$ cat src/rtl/rom_stream_reader.sv
// rom_stream_reader: walks an inclusive, possibly wrapping address range of a
// synchronous ROM and presents each word on a valid/ready stream.
module rom_stream_reader #(
  parameter int ADDR_W = 2,
  parameter int DATA_W = 4
) (
  input  logic              clk,
  input  logic              reset,
  input  logic              start,
  input  logic [ADDR_W-1:0] first_addr,
  input  logic [ADDR_W-1:0] last_addr,
  output logic [ADDR_W-1:0] rom_addr,
  input  logic [DATA_W-1:0] rom_data,
  output logic [DATA_W-1:0] out_data,
  output logic              out_valid,
  input  logic              out_ready,
  output logic              busy,
  output logic              done
);

  typedef enum logic [2:0] {
    ST_IDLE,
    ST_FETCH,
    ST_LATCH,
    ST_SEND,
    ST_DONE
  } state_t;

  state_t             state_q, state_d;
  logic [ADDR_W-1:0]  cur_q, cur_d;
  logic [ADDR_W-1:0]  last_q, last_d;
  logic [ADDR_W-1:0]  rom_addr_q, rom_addr_d;
  logic [DATA_W-1:0]  out_data_q, out_data_d;
  logic               out_valid_q, out_valid_d;
  logic [ADDR_W-1:0]  cur_inc;

  // Next address wraps naturally at DEPTH because the sum is ADDR_W bits wide.
  assign cur_inc = cur_q + ADDR_W'(1);

  // State and datapath registers; reset aborts any range in flight.
  always_ff @(posedge clk or posedge reset) begin
    if (reset) begin
      state_q     <= ST_IDLE;
      cur_q       <= '0;
      last_q      <= '0;
      rom_addr_q  <= '0;
      out_data_q  <= '0;
      out_valid_q <= 1'b0;
    end else begin
      state_q     <= state_d;
      cur_q       <= cur_d;
      last_q      <= last_d;
      rom_addr_q  <= rom_addr_d;
      out_data_q  <= out_data_d;
      out_valid_q <= out_valid_d;
    end
  end

  // Sequencer: issue address, wait out ROM latency, capture, then hand off.
  always_comb begin
    state_d     = state_q;
    cur_d       = cur_q;
    last_d      = last_q;
    rom_addr_d  = rom_addr_q;
    out_data_d  = out_data_q;
    out_valid_d = out_valid_q;
    case (state_q)
      ST_IDLE: begin
        if (start) begin
          cur_d      = first_addr;
          last_d     = last_addr;
          rom_addr_d = first_addr;
          state_d    = ST_FETCH;
        end
      end
      ST_FETCH: begin
        state_d = ST_LATCH;
      end
      ST_LATCH: begin
        out_data_d  = rom_data;
        out_valid_d = 1'b1;
        state_d     = ST_SEND;
      end
      ST_SEND: begin
        if (out_ready) begin
          out_valid_d = 1'b0;
          if (cur_q == last_q) begin
            state_d = ST_DONE;
          end else begin
            cur_d      = cur_inc;
            rom_addr_d = cur_inc;
            state_d    = ST_FETCH;
          end
        end
      end
      ST_DONE: begin
        state_d = ST_IDLE;
      end
      default: begin
        state_d = ST_IDLE;
      end
    endcase
  end

  assign rom_addr  = rom_addr_q;
  assign out_data  = out_data_q;
  assign out_valid = out_valid_q;
  assign busy      = (state_q != ST_IDLE);
  assign done      = (state_q == ST_DONE);

endmodule

$ cat config.mk
export PLATFORM = sky130hd
export DESIGN_NAME = rom_stream_reader
export DESIGN_NICKNAME = d
export VERILOG_FILES = /design/src/rtl/rom_stream_reader.sv
export SDC_FILE = /design/constraint.sdc
export NUM_CORES = 1
export LEC_CHECK = 0
export CAP_MARGIN = 25
export CORE_MARGIN = 2
export CORE_UTILIZATION = 42
export DETAILED_ROUTE_END_ITERATION = 7
export PLACE_DENSITY = 0.8
export SETUP_SLACK_MARGIN = 0.1
export SLEW_MARGIN = 20
export SYNTH_ARGS = -nofsm -noshare
export SYNTH_HDL_FRONTEND = slang
export SYNTH_SLANG_ARGS = --single-unit
$ cat constraint.sdc
create_clock -name clk -period 1.5 [get_ports clk]
set_input_delay 0.375 -clock clk [delete_from_list [all_inputs] [get_ports clk]]
set_output_delay 0.375 -clock clk [all_outputs]
set_load 0.01 [all_outputs]
==> Word level (Yosys, flattened, before mapping) <==
Index checks and enable logic that the tools add are counted.
{ "word_totals": {"inputBits": 12, "regBits": 12} }
{ "classes": {"reduce_logical": 8, "n_eq_ne": 8, "n_addsub": 1, "n_mux": 10} }
{ "ops": {"columns": ["cell", "n"], "rows": [
  ["3-bit one-hot mux with 4 select lines", 1],
  ["3-bit 2-to-1 mux", 3],
  ["3-bit by 2-bit == test with 1-bit output, second input constant", 2],
  ["2-bit 2-to-1 mux", 3],
  ["2-bit inequality test, second input constant", 3],
  ["2-bit AND reduction", 3],
  ["2-bit one-hot mux with 2 select lines", 1],
  ["4-bit AND reduction", 1],
  ["2-bit nonzero test", 2],
  ["3-bit by 1-bit == test with 1-bit output, second input constant", 1],
  ["3-bit == test, second input constant", 1],
  ["3-bit logical NOT", 1],
  ["3-bit nonzero test", 1],
  ["2-bit by 1-bit adder with 2-bit output, second input constant", 1],
  ["2-bit == test", 1],
  ["1-bit one-hot mux with 2 select lines", 1],
  ["1-bit 2-to-1 mux", 1]
]} }

==> Depth between registers and ports, before layout <==
Gate-level depths: netlist (run 1).
{ "logic_depth": {"ltp_word": 4, "ltp_mapped": 5, "mapped_depth_nobuf": 4} }

==> Worst setup path after synthesis (run 1) <==
No wires, ideal clock.
{ "synth_timing": {"path_kind": "register to register", "from": "register state_q[2]", "to": "register last_q[1]", "arrival_time_ns": 1.290, "setup_ns": 0.127, "n_path_buf": 0, "slack_ns": 0.082, "t_required_ns": 1.373, "path_stages_with_launch": 4, "cell_sequence": "dfrtp_1 > or3_4 > nor2_4 > mux2_1"} }
{ "synth_via": {"elab_chain_len": 2} }
{ "synth_lines": {"columns": ["element", "line_no", "source"], "rows": [
  ["start: declaration", "29", "state_t state_q, state_d;"],
  ["start signal: assignment", "50", "state_q <= state_d;"],
  ["3-bit logical NOT", "67", "case (state_q)"],
  ["2-bit AND reduction (no line)", null, null],
  ["end signal: assignment", "52", "last_q <= last_d;"],
  ["end: declaration", "31", "logic [ADDR_W-1:0] last_q, last_d;"]
]} }
No other way between the ends.
A chain may end at the register's enable or synchronous reset.

==> Worst setup path after layout (run 1) <==
{ "layout_timing": {"from": "register state_q[0]", "to": "output busy"} }
{ "layout_via": {"elab_chain_len": 1} }
{ "layout_lines": {"columns": ["element", "line_no", "source"], "rows": [
  ["3-bit nonzero test", "108", "assign busy = (state_q != ST_IDLE);"],
  ["end: declaration", "17", "output logic busy,"]
]} }
No other way between the ends.

==> results.json, run 1 <==
{
  "grt_start_max_net_pins": 13,
  "worst-endpoint-required_ns": 1.12,
  "cts_tree": "yes",
  "cts_root_buffer": "clkbuf_4",
  "hold_viol": 0,
  "num_rows": 13,
  "yosys.area.top_type_share": 0.498,
  "vias_per_cell": 5.01,
  "finalSetupViolCount": 1,
  "finalCriticalPeriod_ns": 1.57,
  "grt_pass1_wl_mm": 2.40,
  "yosysUniqueCellTypes": 26,
  "synth_area_um2": 603,
  "slew_headroom": 0.687,
  "placed_area_um2": 880,
  "yosys_warnings": 0,
  "wire_per_inst_um": 15.2,
  "final_cell_mix": "11 x clkdlybuf4s50_1, 11 x dfrtp_1, 10 x buf_4, 6 x buf_6, 6 x dlygate4sd2_1",
  "syn_to_final_growth_pct": 69.5,
  "grt_usage": 0.184,
  "ys_ff_latch": 12,
  "rsz0062_at_grt": "yes",
  "cts_sinks": 12,
  "max_freq_mhz": 637,
  "antennaDiodeCount": 0,
  "pin_count": 21,
  "synth_area_leader_cell": "dfrtp_1",
  "fp.dieH_um": 41.9,
  "fillers": 90,
  "dp_hpwl_mm": 1.00,
  "cp-start-kind": "flip-flop",
  "setup_slack_ns": -0.0690,
  "grt_pass1_vias": 505,
  "wl_mm": 1.59,
  "core_area_um2": 1320,
  "drc": 0,
  "hold_class": "in2async",
  "cap_violations": 0,
  "finalMaxSlewViolations": 0,
  "multi_input_area_um2": 339,
  "worst_setup_path_end_kind": "primary output",
  "gr-total-overflow": 0,
  "worstMarginPinSlew_ns": 0.468,
  "dieArea_um2": 1760,
  "insertion_delay_ns": 0.27,
  "clk_pin_slew_ns": 0.08,
  "cts_hold_buf": 0,
  "crit_arrival_ns": 1.19,
  "p_total_uw": 2160,
  "design_area_um2": 1020,
  "ant_nets": 0,
  "cp_max_fo": 3,
  "violations": "setup timing",
  "fin_nets": 102,
  "layout-drive-gt1-share": 0.449,
  "setup_tns_ns": -0.0690,
  "dr.pass1.iters": 4,
  "clock_path_buffers": 2,
  "syn_nets": 64,
  "h-tree-depth": 1,
  "seqCellArea_um2": 302,
  "cts_buffers": 3,
  "initial_core_util": 0.458,
  "crit_type": "reg2out",
  "io_buffers": 20,
  "vias": 521,
  "ys_seq_area_frac": 0.498,
  "die_w_um": 41.9,
  "synth_area_leaders": "dfrtp_1 50%, mux2_1 7.5%, nor3b_4 3.1%",
  "peakVddDrop_uv": 1060,
  "globalplace.congestion": 0.760,
  "post-route-period-util": 1.05,
  "finClkSkew_ns": 0.000790,
  "syn-instance-count": 52,
  "p_leak_uw": 0.000470,
  "pwr_density_cell_nw_per_um2": 2110,
  "syn-mean-instance-area_um2": 11.6,
  "status": "finished with violations",
  "antenna_found_initial": 0,
  "drtIter0Drc": 16
}
[worst paths after layout]
kind	start	endpoint	slack, ns	cells past startpoint
worst min register to register	out_valid	out_valid	0.47	1
worst min-delay path	reset	out_data[1]	0.41	2
worst max register to register	state_q[0]	last_q[1]	0.03	4
min in group clk	out_valid	out_valid	0.47	1
max in group asynchronous	reset	state_q[2]	0.75	2
worst max-delay path	state_q[0]	busy	-0.07	2
[where the power goes]
group / internal [uW] / total (uW) / switching (uW)
clock network: 147 / 259 / 111
logic: 736 / 1300 / 561
registers: 485 / 604 / 119
total: 1370 / 2160 / 791
[flip-flops by register name, indices dropped and copies added, names as in the netlist]
register and cells:
out_data 4, state_q 3, last_q 2, rom_addr 2, out_valid 1
[through the flow]
stage          setup WS, ns  hold slack (ns)  cells  utilization
6_report            -0.0690            0.409    104        0.776
5_1_grt              -0.102            0.460    104        0.776
4_1_cts             -0.0697            0.416    102        0.730
3_5_place_dp         -0.153            0.466     95        0.668
3_3_place_gp         -0.130            0.460     95        0.668
2_1_floorplan         0.111            0.240     52            -
[cell type report]
type	instances	area share
flip-flops and latches	12	0.295
multi-input cells	36	0.332
inverters	3	0.0110
well taps	15	0.0184
clock buffers	4	0.0355
repair buffers	34	0.308
[kinds of logic after synthesis]
logic type,Yosys count,synth area share
xor gates and xnor gates,2,0.0291
and+or+nand+nor,16,0.185
AOI/OAI and AO/OA,12,0.141
DFF,12,0.498
muxes,6,0.110
buffers and inverters,4,0.0373
[per-layer routing]
layer  up-vias  routed length (um)  global-route usage
li1        256                   -                   -
met1       250                 702               0.228
met2        15                 846               0.316
met3         0                  36              0.0261
met4         0                   0              0.0774
met5         -                   0                   0
[critical path: stages (launching register included)]
cell and delay [ns]:
dfrtp_1 0.41, or3_4 0.38, buf_6 0.13
[synthesized netlist by cell type]
| cell | number |
|---|---|
| a21bo_2 | 1 |
| a21o_1 | 1 |
| a21oi_1 | 3 |
| a2bb2oi_1 | 2 |
| and2_1 | 1 |
| and3_1 | 2 |
| and3b_1 | 1 |
| buf_6 | 1 |
| dfrtp_1 | 12 |
| inv_1 | 3 |
| mux2_1 | 4 |
| mux2_2 | 1 |
| mux2i_1 | 1 |
| nand2_1 | 2 |
| nand3b_1 | 1 |
| nor2_1 | 4 |
| nor2_4 | 1 |
| nor3_1 | 1 |
| nor3b_1 | 1 |
| nor3b_4 | 1 |
| o21ai_0 | 2 |
| o21bai_1 | 1 |
| o21bai_2 | 1 |
| o22ai_1 | 1 |
| or3_4 | 1 |
| xor2_1 | 2 |
[what timing repair did]
action | in CTS | in global routing
buffers inserted | 3 | 2
endpoints found under the setup margin | 10 | 9
pin swaps | 2 | 3
gates resized for setup | 25 | 13
Note: power is estimated with default switching activity, not from simulation.
==> run 2, diff against run 1 <==
Settings changed: ABC_AREA set to 0.
==> results of run 2 <==
Final layout, timing and power as in run 1 (identical DEF).
==> run 3, diff against run 2 <==
Settings changed: GPL_TIMING_DRIVEN set to 0.
==> run 3 against run 2 <==
  * Clock power decreased by 15%
  * Die area unchanged
  * Non-clock buffer count increased by 1
  * Via count increased by 7.3%
  * Hold slack got worse by 0.0030 ns
  * The flow still finishes with violations (setup timing)
  * Register-to-register slack got worse by 0.02 ns
  * Critical path depth unchanged
  * Clock skew about the same
  * Final area decreased by 2.7%
  * Combinational power about the same
==> results.json, run 3 (same netlist as run 1, synthesis figures left out) <==
{
  "clock_path_buffers": 2,
  "crit_slowest_cell": "dfrtp_2",
  "drc": 0,
  "cts_root_buffer": "clkbuf_4",
  "io_buffers": 20,
  "cts_tree": "yes",
  "wl_mm": 1.53,
  "num_rows": 13,
  "cp_num_buf_inv": 1,
  "p_total_uw": 2110,
  "cts_sinks": 12,
  "max_freq_mhz": 628,
  "mostFrequentLayoutCell": "clkdlybuf4s50_1",
  "endpoint": "busy",
  "post-place-ws_ns": -0.231,
  "rrSetupSlack_ns": 0.01,
  "die_w_um": 41.9,
  "wire_per_inst_um": 14.6,
  "finalCriticalPeriod_ns": 1.59,
  "grt_pass1_vias": 476,
  "cap_violations": 0,
  "dp_hpwl_um": 933,
  "globalplace.congestion": 0.724,
  "setup_slack_ns": -0.0919,
  "crit_arrival_ns": 1.22,
  "fin_nets": 103,
  "finalSetupViolCount": 2,
  "clk_pin_slew_ns": 0.08,
  "largest_reg_flops": 4,
  "gr-total-overflow": 0,
  "grt_pass1_wl_mm": 2.28,
  "worstPathCellList": "or3_4 > buf_6",
  "vias_per_cell": 5.32,
  "core_area_um2": 1320,
  "rsz0062_at_grt": "yes",
  "hold_class": "in2async",
  "dr.pass1.iters": 4,
  "p_leak_uw": 0.000470,
  "grt_start_max_net_pins": 13,
  "crit_path_start": "state_q[0]",
  "fin_util": 0.755,
  "fp.dieH_um": 41.9,
  "drtIter0Drc": 7,
  "peakVddDrop_uv": 1130,
  "slew_headroom": 0.683,
  "post-route-period-util": 1.06,
  "dieArea_um2": 1760,
  "fillers": 84,
  "cts_hold_buf": 0,
  "setup_tns_ns": -0.126,
  "pin_count": 21,
  "initial_core_util": 0.458,
  "grt_usage": 0.184,
  "ant_nets": 0,
  "insertion_delay_ns": 0.28,
  "reg2reg_from": "state_q[0]",
  "final_cell_mix": "11 x clkdlybuf4s50_1, 10 x buf_4, 9 x dfrtp_1, 7 x dlygate4sd2_1, 6 x buf_6",
  "antenna_found_initial": 0,
  "layout-drive-gt1-share": 0.411,
  "crit_type": "reg2out",
  "status": "finished with violations",
  "cts_buffers": 3,
  "syn_to_final_growth_pct": 64.9,
  "pwr_density_cell_nw_per_um2": 2120,
  "violations": "setup timing",
  "vias": 559,
  "reg2reg_depth": 5,
  "worstMarginPinSlew_ns": 0.475,
  "cp_max_fo": 3,
  "critPathMaxStageDelay_ns": 0.44,
  "antennaDiodeCount": 0,
  "finClkSkew_ns": 0.000331,
  "crit_family": "flip-flops",
  "worst-endpoint-required_ns": 1.12,
  "r2r-end": "out_data[2]",
  "hold_viol": 0,
  "h-tree-depth": 1,
  "finalMaxSlewViolations": 0,
  "cp.depth": 2,
  "worst_setup_path_end_kind": "primary output",
  "cp-start-kind": "flip-flop"
}
run 3: where the power goes:
part	internal [uW]	leakage [uW]	switching, uW	total [uW]
Combinational	759	0.000318	532	1290
Sequential	490	0.000137	106	596
Clock	103	0.0000150	116	220
run 3: repair_timing:
action,CTS,global route
buffers inserted,6,8
setup endpoints to repair,10,9
resized for setup,22,10
pin swaps,2,3
run 3: worst min path at each step:
stage | start | to | slack, ns | cells after the start
floorplan | reset | last_q[0] | 0.24 | 1
global route | reset | out_data[0] | 0.47 | 2
finish | reset | out_data[1] | 0.41 | 2
CTS | reset | out_data[1] | 0.41 | 2
detailed placement | out_valid | out_valid | 0.47 | 1
global placement | out_valid | out_valid | 0.46 | 1
run 3: layer usage:
layer / vias up / part of all wire / global-route usage
met5: - / 0 / 0
li1: 259 / - / -
met4: 0 / 0.038 / 0.155
met2: 27 / 0.46 / 0.263
met1: 265 / 0.45 / 0.240
met3: 8 / 0.055 / 0.0304
run 3: area by class of cell:
type                            instances  area (um2)  area share
Buffer                                  1        11.3      0.0113
Timing Repair Buffer                   34         308       0.309
Inverter                                3        11.3      0.0113
Sequential cell                        12         304       0.306
Clock buffer                            4        26.3      0.0264
Multi-Input combinational cell         36         315       0.317
Tap cell                               15        18.8      0.0189
run 3: worst register-to-register path: cells and delay by family (launching register included):
kind	cells	cell delay (ns)
simple gates	1	0.24
mux	1	0.29
buf+inv	3	0.42
flops	1	0.44
run 3: stage by stage:
step / hold slack [ns] / cell area [um2] / cells
final: 0.406 / 995 / 105
after detailed placement: 0.470 / 823 / 87
after global routing: 0.471 / 995 / 105
after global placement: 0.462 / 823 / 87
after floorplan: 0.240 / 604 / 52
after CTS: 0.411 / 898 / 97
